`src/rtl/stack_op_sequencer_pkg.sv`:
```
// Shared opcode, error and state encodings for the stack opcode sequencer,
// plus the per-opcode stack occupancy requirements.
package stack_op_sequencer_pkg;

  localparam logic [2:0] OP_NOP  = 3'd0;
  localparam logic [2:0] OP_PUSH = 3'd1;
  localparam logic [2:0] OP_DROP = 3'd2;
  localparam logic [2:0] OP_DUP  = 3'd3;
  localparam logic [2:0] OP_SWAP = 3'd4;
  localparam logic [2:0] OP_ADD  = 3'd5;
  localparam logic [2:0] OP_SUB  = 3'd6;
  localparam logic [2:0] OP_AND  = 3'd7;

  localparam logic [1:0] ERR_NONE  = 2'd0;
  localparam logic [1:0] ERR_UNDER = 2'd1;
  localparam logic [1:0] ERR_OVER  = 2'd2;

  typedef enum logic [2:0] {
    S_IDLE, S_POP_A, S_CAP_A, S_POP_B, S_CAP_B, S_EXEC, S_PUSH_1, S_PUSH_2
  } state_e;

  typedef struct packed {
    logic [1:0] pops;
    logic [1:0] pushes;
  } op_needs_t;

  function automatic op_needs_t op_needs(input logic [2:0] op);
    op_needs_t n;
    case (op)
      OP_PUSH: n = '{pops: 2'd0, pushes: 2'd1};
      OP_DROP: n = '{pops: 2'd1, pushes: 2'd0};
      OP_DUP:  n = '{pops: 2'd1, pushes: 2'd2};
      OP_SWAP: n = '{pops: 2'd2, pushes: 2'd2};
      OP_ADD, OP_SUB, OP_AND: n = '{pops: 2'd2, pushes: 2'd1};
      default: n = '{pops: 2'd0, pushes: 2'd0};
    endcase
    return n;
  endfunction

endpackage

```
`src/rtl/stack_op_alu.sv`:
```
// Combinational ALU: B is the second-from-top operand, A the top; results wrap.
module stack_op_alu
  import stack_op_sequencer_pkg::*;
#(
  parameter int WIDTH = 8
) (
  input  logic [2:0]       op,
  input  logic [WIDTH-1:0] a,
  input  logic [WIDTH-1:0] b,
  output logic [WIDTH-1:0] r
);

  always_comb begin
    case (op)
      OP_SUB:  r = b - a;
      OP_AND:  r = b & a;
      default: r = b + a;
    endcase
  end

endmodule

```
`src/rtl/stack_op_sequencer.sv`:
```
// Expands one stack-machine opcode into pop/capture/exec/push micro-steps on an
// attached stack, rejecting opcodes that would under/overflow before any strobe.
module stack_op_sequencer
  import stack_op_sequencer_pkg::*;
#(
  parameter int WIDTH    = 8,
  parameter int CAPACITY = 3,
  parameter int CNT_W    = $clog2(CAPACITY + 1)
) (
  input  logic             clk,
  input  logic             rst,
  input  logic             op_valid,
  output logic             op_ready,
  input  logic [2:0]       op_code,
  input  logic [WIDTH-1:0] op_imm,
  output logic             res_valid,
  output logic [WIDTH-1:0] res_data,
  output logic             err,
  output logic [1:0]       err_code,
  output logic [CNT_W-1:0] count,
  output logic             stk_push,
  output logic             stk_pop,
  output logic [WIDTH-1:0] stk_din,
  input  logic [WIDTH-1:0] stk_dout,
  input  logic             stk_full,
  input  logic             stk_empty
);

  state_e           state_q, state_d;
  logic [2:0]       op_q, op_d;
  logic [WIDTH-1:0] a_q, a_d, b_q, b_d, din_q, din_d;
  logic [CNT_W-1:0] count_q, count_d;
  logic [1:0]       err_code_q, err_code_d;
  logic             ready_q, ready_d, push_q, push_d, pop_q, pop_d;
  logic             res_valid_q, res_valid_d, err_q, err_d;
  logic [WIDTH-1:0] alu_r;
  op_needs_t        needs;

  stack_op_alu #(.WIDTH(WIDTH)) u_alu (.op(op_q), .a(a_q), .b(b_q), .r(alu_r));

  always_comb begin
    state_d     = state_q;
    op_d        = op_q;
    a_d         = a_q;
    b_d         = b_q;
    din_d       = din_q;
    err_code_d  = err_code_q;
    push_d      = 1'b0;
    pop_d       = 1'b0;
    res_valid_d = 1'b0;
    err_d       = 1'b0;
    needs       = op_needs(op_code);
    count_d     = count_q;
    if (pop_q)       count_d = count_q - CNT_W'(1);
    else if (push_q) count_d = count_q + CNT_W'(1);

    case (state_q)
      S_IDLE: if (op_valid) begin
        op_d = op_code;
        if (int'(count_q) < int'(needs.pops)) begin
          err_d      = 1'b1;
          err_code_d = ERR_UNDER;
        end else if (int'(count_q) - int'(needs.pops) + int'(needs.pushes) > CAPACITY) begin
          err_d      = 1'b1;
          err_code_d = ERR_OVER;
        end else if (op_code == OP_PUSH) begin
          state_d = S_PUSH_1;
          push_d  = 1'b1;
          din_d   = op_imm;
        end else if (op_code != OP_NOP) begin
          state_d = S_POP_A;
          pop_d   = 1'b1;
        end
      end
      S_POP_A: begin
        state_d     = S_CAP_A;
        res_valid_d = (op_q == OP_DROP);
      end
      S_CAP_A: begin
        a_d = stk_dout;
        if (op_q == OP_DROP) begin
          state_d = S_IDLE;
        end else if (op_q == OP_DUP) begin
          state_d = S_PUSH_1;
          push_d  = 1'b1;
          din_d   = stk_dout;
        end else begin
          state_d = S_POP_B;
          pop_d   = 1'b1;
        end
      end
      S_POP_B: state_d = S_CAP_B;
      S_CAP_B: begin
        b_d = stk_dout;
        if (op_q == OP_SWAP) begin
          state_d = S_PUSH_1;
          push_d  = 1'b1;
          din_d   = a_q;
        end else begin
          state_d = S_EXEC;
        end
      end
      // The registered result R lives in the stk_din register for PUSH_1.
      S_EXEC: begin
        state_d = S_PUSH_1;
        push_d  = 1'b1;
        din_d   = alu_r;
      end
      S_PUSH_1: begin
        if (op_q == OP_DUP || op_q == OP_SWAP) begin
          state_d = S_PUSH_2;
          push_d  = 1'b1;
          din_d   = (op_q == OP_DUP) ? a_q : b_q;
        end else begin
          state_d = S_IDLE;
        end
      end
      default: state_d = S_IDLE;
    endcase
    ready_d = (state_d == S_IDLE);
  end

  always_ff @(posedge clk or negedge rst) begin
    if (!rst) begin
      state_q     <= S_IDLE;
      op_q        <= OP_NOP;
      a_q         <= '0;
      b_q         <= '0;
      din_q       <= '0;
      count_q     <= '0;
      err_code_q  <= ERR_NONE;
      ready_q     <= 1'b1;
      push_q      <= 1'b0;
      pop_q       <= 1'b0;
      res_valid_q <= 1'b0;
      err_q       <= 1'b0;
    end else begin
      state_q     <= state_d;
      op_q        <= op_d;
      a_q         <= a_d;
      b_q         <= b_d;
      din_q       <= din_d;
      count_q     <= count_d;
      err_code_q  <= err_code_d;
      ready_q     <= ready_d;
      push_q      <= push_d;
      pop_q       <= pop_d;
      res_valid_q <= res_valid_d;
      err_q       <= err_d;
    end
  end

  // The stack presents the popped word during CAP_A, which is the DROP result.
  assign res_data  = res_valid_q ? stk_dout : '0;
  assign op_ready  = ready_q;
  assign res_valid = res_valid_q;
  assign err       = err_q;
  assign err_code  = err_code_q;
  assign count     = count_q;
  assign stk_push  = push_q;
  assign stk_pop   = pop_q;
  assign stk_din   = din_q;

  a_occupancy_agrees: assert property (@(posedge clk) disable iff (!rst)
    (stk_empty == (count_q == '0)) && (stk_full == (int'(count_q) == CAPACITY)));

endmodule
```
`config.mk`:
```
export PLATFORM = sky130hd
export DESIGN_NAME = stack_op_sequencer
export DESIGN_NICKNAME = d
export VERILOG_FILES = /design/src/rtl/stack_op_sequencer_pkg.sv /design/src/rtl/stack_op_alu.sv /design/src/rtl/stack_op_sequencer.sv
export SDC_FILE = /design/constraint.sdc
export NUM_CORES = 1
export LEC_CHECK = 0
export BUFFER_PORTS_ARGS = -buffer_cell sky130_fd_sc_hd__buf_4
export CORE_ASPECT_RATIO = 0.5
export CORE_MARGIN = 2
export CORE_UTILIZATION = 50
export CTS_CLUSTER_SIZE = 30
export DETAILED_ROUTE_END_ITERATION = 10
export PLACE_DENSITY = 0.71
export SYNTH_ARGS = -nofsm -noshare
export SYNTH_HDL_FRONTEND = slang
export SYNTH_SLANG_ARGS = --single-unit
```
`constraint.sdc`:
```
create_clock -name clk -period 3.95 [get_ports clk]
set_clock_uncertainty 0.2 [all_clocks]
set_input_delay 0.1975 -clock clk [delete_from_list [all_inputs] [get_ports clk]]
set_output_delay 0.1975 -clock clk [all_outputs]
set_load 0.03 [all_outputs]
```
======== After elaboration in Yosys (flattened, before gate mapping) ========
Index checks and enable logic that the tools add are counted.
Widths: inputs -> output; s select.
storage, ports and cells
  bits in registers ....................... 39
  input port bits ......................... 24
cells by class
  add/subtract/negate cells ............... 6
  $lt $le $gt $ge ......................... 2
  eq/ne operators ......................... 26
  muxes and demuxes ....................... 49
  bitwise logic cells ..................... 1
  reduce and logical (&&, ||, !) cells .... 11
operators with widths
  cell                number
  $mux 8              10
  $pmux 8 s5          1
  $eq 3x3->1 const B  10
  $mux 3              8
  $pmux 3 s7          1
  $mux 1              20
  $pmux 4 s5          1
  $eq 3x2->1 const B  6
  $ne 2x2->1 const B  8
  $pmux 8 s2          1
  $mux 2              5
  $reduce_and 9->1    1
  $add 8x8->8         1
  $and 8x8->8         1
  $sub 8x8->8         1
  $eq 3x1->1 const B  2
  $logic_not 3->1     2
  $pmux 1 s5          1
  $reduce_bool 5->1   1
  $add 3x3->4         1
  $gt 4x3->1 const B  1
  $reduce_bool 2->1   2
  $reduce_and 3->1    1
  $reduce_bool 3->1   1
  other kinds (8)     8

======== Depth between registers and ports, before layout ========
Gate-level depths: netlist of run 1.
  depth in word-level cells ............... 11
  depth in mapped cells ................... 12
  depth with buffers taken out ............ 11

======== Modules after synthesis ========
From an unflattened synthesis of run 1, not the netlist that was laid out.
unflattened totals
  cells, all modules ...................... 299
  area total of the unflattened synthesis .. 2876.5 um^2
modules (own cells, without submodules)
  module              instances  cells an instance  area each (um^2)  seq. area each (um^2)
  stack_op_sequencer  1          217                2263.4            977.2
  stack_op_alu        1          82                 613.1             0.0

======== Least setup slack after synthesis of run 1 ========
No wires, ideal clock.
  kind .................................... register to register
  start ................................... register count_q[0] (netlist: count[0])
  end ..................................... register din_q[0] (netlist: stk_din[0])
  arrival time ............................ 2535 ps
  required time ........................... 3625 ps
  slack ................................... 1090 ps
  cell stages (with the launch flop) ...... 11
  path buffers ............................ 0
  clock period less this slack ............ 2860 ps
  cells stage by stage .................... dfrtp_1 > inv_1 > ha_1 > inv_1 > fa_1 > ha_1 > nand2b_1 > a311oi_4 > a211oi_4 > o21ai_4 > mux2_2
between the ends
  cells in the longest elaborated chain, start to end .. 5
ends and longest elaborated chain
  item                                   line                       text
  start, declared                        stack_op_sequencer.sv:32   logic [CNT_W-1:0] count_q, count_d;
  start signal, assigned                 stack_op_sequencer.sv:143  count_q <= count_d;
  $sub 2x2->3                            stack_op_sequencer.sv:63   end else if (int'(count_q) - int'(needs.pops) + int'(needs.pushes) > CAPACITY) begin
  $add 3x3->4                            stack_op_sequencer.sv:63
  $gt 4x3->1                             stack_op_sequencer.sv:63
  $ne 2x2->1 (no source line)            n/a
  $reduce_and 9->1 (no source line) (*)  n/a
  end signal, assigned                   stack_op_sequencer.sv:142  din_q <= din_d;
  end, declared                          stack_op_sequencer.sv:31   logic [WIDTH-1:0] a_q, a_d, b_q, b_d, din_q, din_d;
Every way passes the cells marked *; elsewhere a longest branch is shown, timed or not.
A chain may end at the register's enable or synchronous reset.

======== Worst setup path after layout of run 1 ========
  start ................................... input op_code[1]
  end ..................................... register din_q[0] (netlist: stk_din[0])
between the ends
  cells in the longest elaborated chain, start to end .. 8
ends and longest elaborated chain
  item                                   line                          text
  start, declared                        stack_op_sequencer.sv:14      input logic [2:0] op_code,
  $eq 3x3->1                             stack_op_sequencer_pkg.sv:29  case (op)
  $reduce_or 3->1                        stack_op_sequencer_pkg.sv:29
  $pmux 4 s5                             stack_op_sequencer_pkg.sv:29
  $sub 2x2->3                            stack_op_sequencer.sv:63
  $add 3x3->4                            stack_op_sequencer.sv:63
  $gt 4x3->1                             stack_op_sequencer.sv:63
  $ne 2x2->1 (no source line)            n/a
  $reduce_and 9->1 (no source line) (*)  n/a
Marks and branches as above.

==> results_dict.tcl, run 1 <==
set metrics [dict create \
    status "completed" \
    pre_cts_slack_ps 926 \
    synth_nets 327 \
    slew_headroom_pct 27.8 \
    critPathMaxStageDelay_ps 540 \
    cts_tree "yes" \
    drive_gt1_share_pct 24.8 \
    route.antenna.remaining_nets 0 \
    wl_mm 6.61 \
    clkSlewWorstSetupHoldPaths_ps 70 \
    power.density_nw_per_um2 927 \
    fillers 446 \
    setup_viol 0 \
    dieArea_um2 6050 \
    first_pass_iters 5 \
    fmax_ghz 0.314 \
    min_period_over_period_pct 80.5 \
    cpMaxStageDelayCell "dlygate4sd3_1" \
    critPathCaptureType "flop" \
    synth_area_um2 2700 \
    die_w_um 108 \
    report.final.slew_viol_count 0 \
    grt_pass1_wl_mm 11.4 \
    leakage_nw 1.48 \
    postLayoutCoreUtil_pct 65.0 \
    critPathKind "input port to flop" \
    async_flop_share_pct 100 \
    antenna_found_initial 0 \
    ctsResizeCount 0 \
    maxCapViolCount 0 \
    grt_max_degree 40 \
    crit_chain "dlygate4sd3_1 -> buf_4 -> nor2b_1 -> ha_1 -> inv_1 -> fa_1 -> ha_1 -> nand2b_1 -> a311oi_4 -> a211oi_4 -> o21ai_4 -> mux2_2" \
    numPortBuffers 46 \
    required_ps 3940 \
    wl_per_cell_um 15.9 \
    avgSynthCellArea_um2 9.32 \
    synthFlopType "dfrtp_1" \
    synthCells 290 \
    drc 0 \
    peakVddDrop_uv 429 \
    ys_ff_latch 39 \
    cts_root_buf "clkbuf_8" \
    io_pins 49 \
    routed-wl-met3_um 377 \
    final.setup.tns_ps 0 \
    synth_largest_area_cell "dfrtp_1" \
    m1WireLength_mm 3.18 \
    cts_buffer_depth 2 \
    finalWorstSetupSlack_ps 770 \
    layout.nets 383 \
    dp_hpwl_mm 4.78 \
    path_common_cell "ha_1" \
    synth_common_cells "dfrtp_1, nand2_1, nor2_1, inv_1" \
    num_vias 2353 \
    cp_max_fo 15 \
    place_area_um2 3060 \
    yosysWarnings 0 \
    clk_latency_ps 300 \
    fp-row-count 18 \
    globalplace.congestion 0.879 \
    vias_per_cell 5.64 \
    grt_usage_pct 23.8 \
    finalCriticalPeriod_ps 3180 \
    synthTopCellsByArea "dfrtp_1, mux2_2, ha_1" \
    synth_cell_types 59 \
    seq_area_frac_synth_pct 36.1 \
    dr_wl_met2_mm 2.97 \
    areaGrowthSynthToFinish_pct 21.9 \
    hold_violations 0 \
    tightest_slew_ps 1080 \
    die_y_um 56 \
    cts_made_buffers 5 \
    synth.most_common_cell "dfrtp_1" \
    hp-class "input port to flop" \
    synth_edf_count 0 \
    cts_max_level 2 \
    synth_top_area_share_pct 35.2 \
    finalInstanceArea_um2 3300 \
    worstPathArrival_ps 3170 \
    core_area_um2 5070 \
    rsz0062_at_grt "false" \
    start_util_pct 53.4 \
    cts_num_sinks 39 \
    highest_layer "met4" \
    insertedDiodeCount 0 \
    grt_pass1_vias 2327 \
    drt_iter0_drc 112 \
    grt_overflow_total 0 \
    cp-start-kind "input port" \
]
[worst max-delay path, delay by kind of cell]
kind,cells,cell delay (ps)
and+or+nand+nor,2,310
muxes,1,400
AOI/OAI and AO/OA,3,720
buffers and inverters,3,770
adders and majority gates,3,770
[sequential cells by signal, summed over array words and instances (netlist names)]
register,count
state_q,3
b_q,8
err,1
stk_din,8
err_code,2
res_valid,1
stk_pop,1
a_q,8
op_q,3
op_ready,1
count,2
stk_push,1
[metal layers]
layer	vias up	track usage, %
li1	1144	-
met1	1125	34.0
met2	73	35.9
met3	11	4.92
met4	0	7.69
met5	-	0
[logic make-up after synthesis]
| kind of cell | after synthesis | synth area share (%) |
|---|---|---|
| AOI/OAI and AO/OA | 82 | 22.4 |
| and+or+nand+nor | 92 | 17.8 |
| DFF | 39 | 36.1 |
| muxes | 18 | 7.36 |
| xor gates and xnor gates | 13 | 4.21 |
| adders and majority gates | 13 | 6.57 |
| buffers and inverters | 33 | 5.60 |
[layout by cell type (no fill, tap or decap), types with 4 or more instances in the layout]
cell and instances:
inv_1 21, clkbuf_8 5, nor3_1 4, o21ai_2 4, o21ai_0 20, nand2b_1 10, buf_4 46, mux2_2 15
dfrtp_1 38, ha_1 11, and2_1 8, nor2_1 22, nor2b_1 6, dlygate4sd3_1 15, a21oi_1 20, nand2_1 24
xnor2_1 10
[path summary, 6_finish.rpt]
path | cells past startpoint | slack [ps] | to | start
worst min-delay path | 3 | 70 | stk_pop$_DFF_PN0_ | op_code[2]
min in group asynchronous | 2 | 210 | err_code[1]$_DFFE_PN0P_ | rst
max in group asynchronous | 2 | 2980 | op_ready$_DFF_PN1_ | rst
worst max register to register | 10 | 880 | stk_din[5]$_DFFE_PN0P_ | op_q[0]$_DFFE_PN0P_
worst min register to register | 2 | 290 | err_code[1]$_DFFE_PN0P_ | err_code[1]$_DFFE_PN0P_
worst max-delay path | 12 | 770 | stk_din[0]$_DFFE_PN0P_ | op_code[1]
[layout make-up]
class,instances,area [um2],share of cell area [%]
Tap cell,70,87.6,2.66
Clock inverter,1,5.00,0.152
Clock buffer,7,76.3,2.32
Multi-Input combinational cell,218,1580,47.8
Inverter,21,78.8,2.39
Sequential cell,39,977,29.7
Timing Repair Buffer,61,495,15.0
[timing repair]
| action | 4_1_cts | 5_1_grt |
|---|---|---|
| setup endpoints to repair | 0 | 0 |
| setup buffers | 0 | 0 |
| hold endpoints to repair | 60 | 0 |
| hold buffers | 15 | 0 |
[power breakdown]
group | switching, W | internal (W)
Clock | 0.000141 | 0.000124
Sequential | 0.000270 | 0.000597
Combinational | 0.00107 | 0.000851
Total | 0.00148 | 0.00157
[per-stage QoR]
stage | power (W) | hold WS, ps | std cells
global placement | 0.00269 | -8.43 | 394
floorplan | 0.00231 | -298 | 290
finish | 0.00305 | 72.0 | 417
detailed placement | 0.00275 | 6.61 | 394
CTS | 0.00304 | 76.9 | 417
global route | 0.00333 | 73.2 | 417
Note: power is estimated with default switching activity, not from simulation.
==> inputs of run 2 (changes only) <==
--- a/config.mk
+++ b/config.mk
@@ -11,7 +11,7 @@
 export CORE_UTILIZATION = 50
 export CTS_CLUSTER_SIZE = 30
 export DETAILED_ROUTE_END_ITERATION = 10
-export PLACE_DENSITY = 0.71
+export PLACE_DENSITY = 0.74
 export SYNTH_ARGS = -nofsm -noshare
 export SYNTH_HDL_FRONTEND = slang
 export SYNTH_SLANG_ARGS = --single-unit
==> constraint.sdc (replaced) <==
create_clock -name clk -period 2.6 [get_ports clk]
set_clock_uncertainty 0.2 [all_clocks]
set_input_delay 0.13 -clock clk [delete_from_list [all_inputs] [get_ports clk]]
set_output_delay 0.13 -clock clk [all_outputs]
set_load 0.03 [all_outputs]
==> results_dict.tcl, run 2 (same netlist as run 1, synthesis figures left out) <==
set metrics [dict create \
    hp-class "input port to flop" \
    final.setup.tns_ps -1090 \
    power_switching_w 0.00269 \
    cpMaxStageDelayCell "fa_1" \
    globalplace.congestion 0.934 \
    whs_ps 24.6 \
    clkSlewWorstSetupHoldPaths_ps 70 \
    failed_checks "negative setup slack" \
    finalCriticalPeriod_ps 2760 \
    cts_max_level 2 \
    combinationalPowerShare_pct 72.1 \
    critPathCaptureType "flop" \
    peakVddDrop_uv 884 \
    grt_pass1_wl_mm 12.8 \
    cts_num_sinks 39 \
    grt_usage_pct 27.1 \
    slew_headroom_pct 53.8 \
    wl_mm 7.96 \
    drive_gt1_share_pct 37.9 \
    start_util_pct 53.4 \
    fmax_ghz 0.363 \
    pwr-share-clk_pct 8.1 \
    finalWorstSetupSlack_ps -158 \
    first_pass_iters 5 \
    die_w_um 108 \
    areaGrowthSynthToFinish_pct 38.7 \
    maxCapViolCount 0 \
    cts_made_buffers 5 \
    finalInstanceArea_um2 3750 \
    rsz0062_at_grt "true" \
    layout_commonest_cell "buf_4" \
    grt_max_degree 40 \
    numPortBuffers 46 \
    fin_cells 460 \
    grt_pass1_vias 2561 \
    insertedDiodeCount 0 \
    hold_violations 0 \
    route.antenna.remaining_nets 0 \
    grt_overflow_total 0 \
    place_area_um2 3400 \
    layout.nets 426 \
    dieArea_um2 6050 \
    core_area_um2 5070 \
    crit_chain "inv_2 -> ha_4 -> inv_2 -> fa_1 -> ha_4 -> nand2b_4 -> a311oi_4 -> a211oi_4 -> buf_4 -> o21ai_4 -> mux2_4" \
    dp_cells 430 \
    cp-start-kind "flop" \
    power.density_nw_per_um2 1540 \
    cts_tree "yes" \
    num_vias 2627 \
    power_w 0.00579 \
    worstPathArrival_ps 2740 \
    clk_latency_ps 300 \
    drt_iter0_drc 174 \
    wl_per_cell_um 17.3 \
    leakage_nw 1.72 \
    tightest_slew_ps 689 \
    seq_power_share_pct 19.8 \
    drc 0 \
    dp_hpwl_mm 5.50 \
    io_pins 49 \
    p_int_w 0.00310 \
    die_y_um 56 \
    min_period_over_period_pct 106 \
    cts_root_buf "clkbuf_8" \
    status "complete, but fails checks" \
    critPathKind "flop to flop" \
    report.final.slew_viol_count 0 \
    cts_buffer_depth 2 \
    final_cell_mix "buf_4, dfrtp_1, nand2_1" \
    fp-row-count 18 \
    antenna_found_initial 0 \
    vias_per_cell 5.71 \
    switching_share_pct 46.5 \
    setup_viol 10 \
    critPathMaxStageDelay_ps 480 \
    cp_max_fo 5 \
    required_ps 2580 \
]
[run 2: final timing paths]
| kind | from | endpoint | slack, ps | cells after the start |
|---|---|---|---|---|
| setup / recovery | count[0]$_DFFE_PN0P_ | stk_din[0]$_DFFE_PN0P_ | -160 | 11 |
| hold / removal | op_imm[0] | stk_din[0]$_DFFE_PN0P_ | 20 | 4 |
| setup reg to reg | count[0]$_DFFE_PN0P_ | stk_din[0]$_DFFE_PN0P_ | -160 | 11 |
| hold reg to reg | err_code[1]$_DFFE_PN0P_ | err_code[1]$_DFFE_PN0P_ | 290 | 2 |
| max in group asynchronous | rst | count[0]$_DFFE_PN0P_ | 1680 | 2 |
| min in group asynchronous | rst | state_q[0]$_DFF_PN0_ | 150 | 2 |
[run 2: layout make-up]
type,count,area [um2]
Clock buffer,7,96.3
Multi-Input combinational cell,219,1690
Tap cell,70,87.6
Clock inverter,1,7.51
Fill cell,372,1320
Timing Repair Buffer,103,811
Inverter,21,78.8
Sequential cell,39,978
[run 2: critical path: cells and delay by family (launching register included)]
family          cells  cell delay (ps)
flops               1              410
fa+ha+maj           3              780
simple gates        1              140
buf+inv             3              260
compound gates      3              510
mux                 1              330
[run 2: metrics by stage]
| stage | util [%] | worst slack, ps |
|---|---|---|
| after floorplan | - | -77.2 |
| after global placement | 67.1 | -142 |
| after detailed placement | 67.1 | -197 |
| after CTS | 72.9 | -125 |
| after global routing | 74.0 | -233 |
| final | 74.0 | -158 |
[run 2: what timing repair did]
item / in CTS / in global routing
buffers inserted: 3 / 5
hold buffers: 15 / 0
resized for setup: 5 / 4
setup endpoints to repair: 9 / 11
pin swaps: 4 / 5
cloned: 1 / 0
hold endpoints to repair: 61 / 0
[run 2: metal layers]
layer / vias to the layer above / share of wire [%] / global-route usage [%]
met4: 0 / 2.4 / 6.23
met2: 120 / 46 / 43.5
met5: - / 0 / 0
met1: 1254 / 45 / 37.8
met3: 23 / 7.3 / 5.27
li1: 1230 / - / -
[run 2: power by group through the flow]
stage	Combinational, W	Sequential [W]	Clock, W
6_report	0.00418	0.00114	0.000470
3_3_place_gp	0.00378	0.00113	0
4_1_cts	0.00397	0.00114	0.000477
2_1_floorplan	0.00230	0.00137	0
5_1_grt	0.00450	0.00118	0.000502
3_5_place_dp	0.00384	0.00114	0
